<file path="src/rtl/wb2ps_pkg.sv">
// Shared constants and types for the Wishbone->PSRAM write burst front-end.
// Latency: n/a (declarations only).
// Backpressure: n/a.
//
// Contents: register byte offsets, CTL bit positions, pad mask, buffered
// word type and session FSM state type.
package wb2ps_pkg;

  localparam logic [11:0] REG_WADRS = 12'h030;
  localparam logic [11:0] REG_WAREA = 12'h034;
  localparam logic [11:0] REG_WDATA = 12'h038;
  localparam logic [11:0] REG_CTL   = 12'h03C;
  localparam logic [11:0] REG_LEVEL = 12'h040;
  localparam logic [11:0] REG_WOFS  = 12'h044;

  localparam int CTL_START = 0;
  localparam int CTL_END   = 1;
  localparam int CTL_RING  = 2;
  localparam int CTL_EFLAG = 8;
  localparam int CTL_ERR   = 9;
  localparam int CTL_RUN   = 16;
  localparam int CTL_FULL  = 17;

  // Pad words carry no valid bytes.
  localparam logic [3:0] MASK_PAD = 4'hF;

  // One buffered stream word: data plus byte mask (1 = byte not written).
  typedef struct packed {
    logic [31:0] data;
    logic [3:0]  mask;
  } bword_t;

  typedef enum logic [1:0] {S_IDLE, S_RUN, S_PAD, S_DRAIN} sess_state_t;

endpackage

</file>
<file path="src/rtl/wb2ps_burst_buf.sv">
// Burst buffer: circular word RAM plus burst-descriptor FIFO feeding the word stream.
// Latency: a word pushed in the cycle its burst is committed is visible on the stream next cycle.
// Backpressure: outputs hold while bst_valid & ~bst_ready; caller must not push when full.
//
// Ports: push_vld/push_dat write one word; commit_vld/commit_addr close the
// burst whose last word is pushed in the same cycle; level/full report word
// occupancy; drained flags that no committed burst remains after this cycle;
// bst_* is the outgoing word stream.
module wb2ps_burst_buf
  import wb2ps_pkg::*;
#(
  parameter int BURST_WORDS  = 16,
  parameter int DEPTH_BURSTS = 4,
  parameter int ADDR_W       = 23,
  localparam int CAP    = DEPTH_BURSTS * BURST_WORDS,
  localparam int PTR_W  = $clog2(CAP),
  localparam int CNT_W  = PTR_W + 1,
  localparam int DPTR_W = $clog2(DEPTH_BURSTS),
  localparam int WIDX_W = $clog2(BURST_WORDS)
) (
  input  logic              cpuclk,
  input  logic              WSHRST,
  input  logic              push_vld,
  input  bword_t            push_dat,
  input  logic              commit_vld,
  input  logic [ADDR_W-1:0] commit_addr,
  output logic [CNT_W-1:0]  level,
  output logic              full,
  output logic              drained,
  output logic              bst_valid,
  input  logic              bst_ready,
  output logic [ADDR_W-1:0] bst_addr,
  output logic [31:0]       bst_data,
  output logic [3:0]        bst_mask,
  output logic              bst_first,
  output logic              bst_last
);

  bword_t            mem      [CAP];
  logic [ADDR_W-1:0] desc_mem [DEPTH_BURSTS];
  logic [PTR_W-1:0]  wr_ptr, rd_ptr;
  logic [DPTR_W-1:0] desc_wr, desc_rd;
  logic [DPTR_W:0]   desc_cnt;
  logic              pop, pop_last;

  // Bursts occupy whole aligned RAM slots, so the low read-pointer bits are
  // the word index within the current burst.
  assign bst_valid = (desc_cnt != '0);
  assign pop       = bst_valid & bst_ready;
  assign bst_first = (rd_ptr[WIDX_W-1:0] == '0);
  assign bst_last  = &rd_ptr[WIDX_W-1:0];
  assign pop_last  = pop & bst_last;
  assign bst_data  = mem[rd_ptr].data;
  assign bst_mask  = mem[rd_ptr].mask;
  assign bst_addr  = desc_mem[desc_rd];
  assign full      = (level == CNT_W'(CAP));
  assign drained   = (desc_cnt == '0) | ((desc_cnt == (DPTR_W+1)'(1)) & pop_last);

  always_ff @(posedge cpuclk) begin
    if (push_vld)   mem[wr_ptr]       <= push_dat;
    if (commit_vld) desc_mem[desc_wr] <= commit_addr;
  end

  always_ff @(posedge cpuclk or posedge WSHRST) begin
    if (WSHRST) begin
      wr_ptr   <= '0;
      rd_ptr   <= '0;
      level    <= '0;
      desc_wr  <= '0;
      desc_rd  <= '0;
      desc_cnt <= '0;
    end else begin
      if (push_vld)   wr_ptr  <= wr_ptr + 1'b1;
      if (pop)        rd_ptr  <= rd_ptr + 1'b1;
      if (commit_vld) desc_wr <= desc_wr + 1'b1;
      if (pop_last)   desc_rd <= desc_rd + 1'b1;
      level    <= level + CNT_W'(push_vld) - CNT_W'(pop);
      desc_cnt <= desc_cnt + (DPTR_W+1)'(commit_vld) - (DPTR_W+1)'(pop_last);
    end
  end

endmodule

</file>
<file path="src/rtl/wb2ps_wburst_fifo.sv">
// CPU register front-end packing WDATA writes into aligned PSRAM write bursts.
// Latency: reads take 2 cycles; writes accept in 1; a burst streams the cycle after its last word.
// Backpressure: WDATA write stalls (ready=0) when buffer full or padding; stream holds on ~bst_ready.
//
// Ports: reg_mem_* is the CPU register bus (wstrb==0 means read); bst_* is
// the committed-burst word stream; run is high during a session and done_p
// pulses once when the session's last burst has left.
module wb2ps_wburst_fifo
  import wb2ps_pkg::*;
#(
  parameter int BURST_WORDS  = 16,
  parameter int DEPTH_BURSTS = 4,
  parameter int ADDR_W       = 23
) (
  input  logic              cpuclk,
  input  logic              WSHRST,
  input  logic [11:0]       reg_mem_addr,
  input  logic [31:0]       reg_mem_wdata,
  output logic [31:0]       reg_mem_rdata,
  input  logic [3:0]        reg_mem_wstrb,
  input  logic              reg_mem_valid,
  output logic              reg_mem_ready,
  output logic              bst_valid,
  input  logic              bst_ready,
  output logic [ADDR_W-1:0] bst_addr,
  output logic [31:0]       bst_data,
  output logic [3:0]        bst_mask,
  output logic              bst_first,
  output logic              bst_last,
  output logic              run,
  output logic              done_p
);

  localparam int CAP    = DEPTH_BURSTS * BURST_WORDS;
  localparam int CNT_W  = $clog2(CAP) + 1;
  localparam int WIDX_W = $clog2(BURST_WORDS);
  localparam int BB_W   = $clog2(BURST_WORDS * 4);

  sess_state_t       state, state_nxt;
  logic [ADDR_W-1:0] wadrs, warea, base, bst_ofs;
  logic [ADDR_W:0]   area, offset, ofs_nxt;
  logic [WIDX_W-1:0] pcnt;
  logic              ring, eflag, err, rstate;
  logic [CNT_W-1:0]  level;
  logic              full, drained;
  logic              wr, rd, wdata_wr, ctl_wr, start_req, end_req;
  logic              push_real, push_pad, push_vld, burst_done, ofs_hit, partial_after;
  bword_t            push_dat;
  logic [31:0]       rd_val;

  assign run       = (state != S_IDLE);
  assign wr        = reg_mem_valid & (reg_mem_wstrb != 4'h0);
  assign rd        = reg_mem_valid & (reg_mem_wstrb == 4'h0);
  assign wdata_wr  = wr & (reg_mem_addr == REG_WDATA);
  assign ctl_wr    = wr & (reg_mem_addr == REG_CTL);
  assign start_req = ctl_wr & reg_mem_wdata[CTL_START];
  assign end_req   = ctl_wr & reg_mem_wdata[CTL_END];

  assign push_real  = wdata_wr & (state == S_RUN) & ~full;
  assign push_pad   = (state == S_PAD) & ~full;
  assign push_vld   = push_real | push_pad;
  assign burst_done = push_vld & (pcnt == WIDX_W'(BURST_WORDS - 1));
  assign ofs_nxt    = offset + (ADDR_W+1)'(4);
  assign ofs_hit    = (ofs_nxt >= area);
  // Partial count after this cycle is non-zero: padding is required on end.
  assign partial_after = push_vld ? ~burst_done : (pcnt != '0);

  always_comb begin
    push_dat.data = reg_mem_wdata;
    push_dat.mask = ~reg_mem_wstrb;
    if (push_pad) begin
      push_dat.data = 32'h0;
      push_dat.mask = MASK_PAD;
    end
  end

  wb2ps_burst_buf #(
    .BURST_WORDS (BURST_WORDS),
    .DEPTH_BURSTS(DEPTH_BURSTS),
    .ADDR_W      (ADDR_W)
  ) u_buf (
    .cpuclk     (cpuclk),
    .WSHRST     (WSHRST),
    .push_vld   (push_vld),
    .push_dat   (push_dat),
    .commit_vld (burst_done),
    .commit_addr(base + bst_ofs),
    .level      (level),
    .full       (full),
    .drained    (drained),
    .bst_valid  (bst_valid),
    .bst_ready  (bst_ready),
    .bst_addr   (bst_addr),
    .bst_data   (bst_data),
    .bst_mask   (bst_mask),
    .bst_first  (bst_first),
    .bst_last   (bst_last)
  );

  // Session FSM
  always_ff @(posedge cpuclk or posedge WSHRST) begin
    if (WSHRST) state <= S_IDLE;
    else        state <= state_nxt;
  end

  always_comb begin
    state_nxt = state;
    case (state)
      S_IDLE:  if (start_req) state_nxt = S_RUN;
      S_RUN:   if (end_req || (push_real && ofs_hit && !ring))
                 state_nxt = partial_after ? S_PAD : S_DRAIN;
      S_PAD:   if (burst_done) state_nxt = S_DRAIN;
      S_DRAIN: if (drained) state_nxt = S_IDLE;
      default: state_nxt = S_IDLE;
    endcase
  end

  always_comb begin
    reg_mem_ready = 1'b0;
    if (rd)
      reg_mem_ready = rstate;
    else if (wr)
      reg_mem_ready = !(wdata_wr && ((state == S_PAD) || ((state == S_RUN) && full)));
  end

  always_comb begin
    rd_val = 32'h0;
    case (reg_mem_addr)
      REG_WADRS: rd_val = 32'(wadrs);
      REG_WAREA: rd_val = 32'(warea);
      REG_CTL: begin
        rd_val[CTL_RING]  = ring;
        rd_val[CTL_EFLAG] = eflag;
        rd_val[CTL_ERR]   = err;
        rd_val[CTL_RUN]   = run;
        rd_val[CTL_FULL]  = full;
      end
      REG_LEVEL: rd_val = 32'(level);
      REG_WOFS:  rd_val = 32'(offset);
      default:   rd_val = 32'h0;
    endcase
  end

  always_ff @(posedge cpuclk or posedge WSHRST) begin
    if (WSHRST) begin
      reg_mem_rdata <= '0;
      rstate        <= 1'b0;
      wadrs         <= '0;
      warea         <= '0;
      base          <= '0;
      area          <= '0;
      offset        <= '0;
      bst_ofs       <= '0;
      pcnt          <= '0;
      ring          <= 1'b0;
      eflag         <= 1'b0;
      err           <= 1'b0;
      done_p        <= 1'b0;
    end else begin
      done_p <= 1'b0;
      // First read cycle captures the data, second one completes it.
      if (rd && !rstate) begin
        rstate        <= 1'b1;
        reg_mem_rdata <= rd_val;
      end else begin
        rstate <= 1'b0;
      end
      if (wr && reg_mem_addr == REG_WADRS) wadrs <= {reg_mem_wdata[ADDR_W-1:BB_W], BB_W'(0)};
      if (wr && reg_mem_addr == REG_WAREA) warea <= {reg_mem_wdata[ADDR_W-1:2], 2'b00};
      if (ctl_wr && reg_mem_wdata[CTL_EFLAG]) eflag <= 1'b0;
      if (ctl_wr && reg_mem_wdata[CTL_ERR])   err   <= 1'b0;
      if (start_req) begin
        if (state == S_IDLE) begin
          base   <= wadrs;
          // A zero length selects the whole address space.
          area   <= (warea == '0) ? {1'b1, {ADDR_W{1'b0}}} : {1'b0, warea};
          ring   <= reg_mem_wdata[CTL_RING];
          offset <= '0;
          pcnt   <= '0;
          eflag  <= 1'b0;
        end else begin
          err <= 1'b1;
        end
      end
      if (wdata_wr && (state == S_IDLE || state == S_DRAIN)) err <= 1'b1;
      if (push_vld) begin
        pcnt <= pcnt + 1'b1;
        if (pcnt == '0) bst_ofs <= offset[ADDR_W-1:0];
      end
      if (push_real) offset <= (ofs_hit && ring) ? '0 : ofs_nxt;
      if (state == S_DRAIN && drained) begin
        eflag  <= 1'b1;
        done_p <= 1'b1;
      end
    end
  end

endmodule
</file>
<file path="config.mk">
export PLATFORM = sky130hd
export DESIGN_NAME = wb2ps_wburst_fifo
export DESIGN_NICKNAME = d
export VERILOG_FILES = /design/src/rtl/wb2ps_pkg.sv /design/src/rtl/wb2ps_burst_buf.sv /design/src/rtl/wb2ps_wburst_fifo.sv
export SDC_FILE = /design/constraint.sdc
export NUM_CORES = 2
export LEC_CHECK = 0
export BUFFER_PORTS_ARGS = -buffer_cell sky130_fd_sc_hd__buf_2
export CORE_MARGIN = 4
export CORE_UTILIZATION = 55
export CTS_CLUSTER_DIAMETER = 100
export DETAILED_ROUTE_END_ITERATION = 8
export HOLD_SLACK_MARGIN = 0.1
export PLACE_DENSITY = 0.72
export REMOVE_ABC_BUFFERS = 1
export SLEW_MARGIN = 20
export SYNTH_ARGS = -nofsm -noshare
export SYNTH_HDL_FRONTEND = slang
export SYNTH_SLANG_ARGS = --single-unit
</file>
<file path="constraint.sdc">
create_clock -name cpuclk -period 15.5 [get_ports cpuclk]
set_clock_uncertainty 0.1 [all_clocks]
set_input_delay 0 -clock cpuclk [delete_from_list [all_inputs] [get_ports cpuclk]]
set_output_delay 0 -clock cpuclk [all_outputs]
set_load 0.02 [all_outputs]
</file>
==> flow_metrics.py <==
metrics = {
    "outcome": {
        "outcome": "finished clean",
    },
    "place": {
        "place_congestion": 0.838,
        "pre_cts_ws_ns": 9.37,
        "dp_hpwl_um": 132000,
        "dp_cells": 6776,
        "io_buffers": 138,
    },
    "synthesis": {
        "synth_ff_type": "edfxtp_1",
        "yosys_warnings": 0,
        "async_reset_ff_share_pct": 7.05,
        "synth_area_leader_cell": "edfxtp_1",
        "synth_area_um2": 100000,
        "synth_area_leaders": "edfxtp_1 (72%), mux4_2 (17%), dfrtp_1 (4.5%)",
        "synth_seq_cells": 2569,
        "synthCells": 4373,
        "yosysSeqAreaShare_pct": 76.1,
        "synth_cell_types": 64,
        "synth_edf_count": 2388,
        "synth_area_per_cell_um2": 22.9,
        "synth_top_area_share_pct": 71.6,
    },
    "grt": {
        "antenna_found_initial": 8,
        "grt_pass1_wl_um": 371000,
        "grt_max_degree": 160,
        "grt_pass1_vias": 49800,
        "overflow": 0,
        "grt_usage_pct": 27.5,
    },
    "cts": {
        "cts_root_buffer": "clkbuf_16",
        "cts_tree": "yes",
        "cts_buffers": 238,
        "worstSkewPairLatency_ns": 0.87,
        "cts_buffer_depth": 3,
        "clk_pin_slew_ns": 0.06,
        "htreeDepth": 4,
        "postCtsSetupBuffers": 0,
        "cts_sinks": 2569,
    },
    "route": {
        "vias": 49000,
        "route.met2.wl_um": 126000,
        "firstDrtPassIters": 6,
        "drt_iter0_drc": 7523,
        "top_layer_used": "met5",
        "vias_per_cell": 6.68,
        "ant_nets": 0,
        "detail_route.wl_per_cell_um": 35.4,
        "wl_met3_um": 29400,
        "drc": 0,
        "wirelength_um": 259000,
        "wl_met1_um": 94100,
    },
    "worst_setup_path": {
        "crit_end": "bst_data[30]",
        "critical_path.cell_chain": "buf_4 -> buf_4 -> buf_16 -> buf_4 -> mux4_2 -> mux4_2 -> mux4_2 -> buf_2",
        "timing.rr.end": "state[0]",
        "crit_type": "flip-flop to output pin",
        "slowest_delay_ns": 1.03,
        "crit_start": "u_buf.rd_ptr[0]",
        "worst-r2r-setup-slack_ns": 9.77,
        "cp_slowest_cell": "dfrtp_4",
        "cp.required_ns": 15.40,
        "critPathLaunchType": "flip-flop",
        "critPathMaxFanout": 47,
        "worstRegToRegCells": 18,
        "cp-end-kind": "output pin",
        "worstReg2RegStart": "offset[4]",
        "crit_arrival_ns": 6.48,
    },
    "sta": {
        "tns_ns": 0,
        "final_hold_viol_count": 0,
        "setup-violations-final": 0,
        "period_needed_ns": 6.58,
        "rsz0062_at_grt": "no",
        "max_freq_ghz": 0.152,
        "slew_violations": 0,
        "setup_slack_ns": 8.92,
        "relSlewSlack_pct": 24.5,
        "worstMarginPinSlew_ns": 1.13,
        "fin_crit_sh_pct": 42.5,
    },
    "cells_and_area": {
        "drive_gt1_share_pct": 32.3,
        "area_growth_pct": 13.3,
        "instances_no_fill": 7328,
        "seqCellArea_um2": 76300,
        "multi_input_area_um2": 23400,
        "post-route-util_pct": 62.8,
        "fillers": 11600,
        "nets": 4868,
    },
    "power": {
        "leakage_uw": 0.0372,
        "power_uw": 19700,
        "sequentialPowerShare_pct": 42.8,
        "max-vdd-ir-drop_v": 0.000176,
        "combPwrFrac_pct": 27.0,
        "clockPowerShare_pct": 30.2,
        "power.internal_uw": 14000,
        "switchingPower_uw": 5710,
        "power.share.switching_pct": 29.0,
        "power_density_nw_per_um2": 173,
    },
    "floorplanning": {
        "io_pins": 149,
        "rows": 156,
        "core-area_um2": 181000,
        "die_w_um": 435,
        "start_util_pct": 55.4,
        "die_h_um": 435,
        "die-area_um2": 189000,
    },
    "hold_path": {
        "hold_path.class": "input pin to flip-flop",
    },
    "run": {
        "drv_cap": 0,
    },
}
==> layer usage <==
metal / track usage, % / up-vias
met5: 0 / -
met4: 9.64 / 4
met3: 6.99 / 521
met2: 43.4 / 3210
met1: 38.1 / 26100
li1: - / 19100
==> synth_stat cells, types with 4 or more instances <==
master,number
o21bai_1,4
and2_1,41
and3_1,11
xor2_1,25
o21ai_0,47
buf_1,40
nand2_1,109
xnor2_1,40
nor3_1,10
dfrtp_1,181
a211oi_1,8
nand4_1,7
or2_2,4
nor2b_1,8
mux2_2,99
a221oi_1,7
nor2_1,103
nor4_1,5
nand3b_1,4
a21o_1,13
nand3_1,31
a222oi_1,15
mux4_2,777
a21oi_1,21
inv_1,59
a22o_1,4
buf_4,11
nand2b_1,4
clkbuf_1,123
edfxtp_1,2388
ha_1,63
and4_1,5
buf_2,55
==> power by group through the flow <==
stage	logic [µW]	registers [µW]	clock network [µW]
after floorplan	5300	9020	0
after global placement	5210	8570	0
after detailed placement	5280	8580	0
after CTS	5350	8440	6000
after global routing	5600	8450	6320
final	5320	8430	5950
==> how the worst min path moves through the flow <==
stage / startpoint / endpoint / slack (ns) / cells after the start
final: bst_ready / u_buf.rd_ptr[4] / 0.17 / 4
after global routing: bst_ready / u_buf.desc_rd[0] / 0.15 / 4
after detailed placement: WSHRST / reg_mem_rdata[10] / 0.09 / 2
after global placement: WSHRST / reg_mem_rdata[10] / 0.08 / 2
after CTS: bst_ready / u_buf.rd_ptr[4] / 0.10 / 4
after floorplan: reg_mem_valid / reg_mem_ready / 0.02 / 2
==> layout by cell type, fill, tap and decap left out, types with 38 or more instances in the layout <==
cell type,n
o21ai_0,47
edfxtp_1,2388
xnor2_1,40
dfrtp_1,175
nor2_1,38
ha_1,63
nand2_1,107
inv_1,58
clkinv_2,53
buf_2,138
clkinv_1,54
clkbuf_1,38
dlygate4sd3_1,101
clkbuf_16,239
mux2_2,99
mux4_2,777
nor2_4,64
buf_4,109
==> critical path: cells and delay by family, from the launching register on <==
family   cells  cell delay (ns)
mux          3             1.75
flops        1             1.03
buf+inv      5             2.67
==> timing repair <==
action / in CTS / in global routing
setup endpoints to repair: 0 / 0
hold endpoints to repair: 2423 / 64
resized for setup: 0 / 0
hold buffers: 100 / 1
==> area by class of cell <==
type                    count  share of cell area [%]
flip-flops and latches   2569                    67.1
multi-input cells        1523                    20.6
repair buffers            358                    2.39
well taps                2370                    2.61
clock inverters           163                    1.63
clock buffers             281                    5.44
diodes                      4                 0.00881
inverters                  60                   0.205
==> state kept, by name (all words and copies together) (netlist names), 2 cells and up <==
signal and flops:
u_buf.desc_cnt 3, offset 22, u_buf.mem 2304, base 17, reg_mem_rdata 24, wadrs 17, state 2, u_buf.level 7
u_buf.desc_wr 2, warea 21, pcnt 4, area 22, bst_ofs 21, u_buf.wr_ptr 6, u_buf.desc_rd 2, u_buf.desc_mem 84
u_buf.rd_ptr 6
==> metrics by stage <==
| stage | area [µm²] | hold slack (ns) |
|---|---|---|
| global route | 114000 | 0.154 |
| CTS | 113000 | 0.104 |
| floorplan | 99300 | 0.0199 |
| finish | 114000 | 0.171 |
| detailed placement | 104000 | 0.0866 |
| global placement | 104000 | 0.0807 |
==> cell families (layout without fill, tap and decap cells) <==
group	Yosys count	after routing	share of synthesized area (%)
xor gates and xnor gates	65	65	0.568
and+or+nand+nor	365	365	1.78
DFF	2569	2569	76.1
buffers and inverters	290	862	1.20
muxes	876	876	18.6
AOI/OAI and AO/OA	141	141	0.959
adders and majority gates	66	66	0.846
other	1	14	0.00374
(Power assumes the default switching activity.)
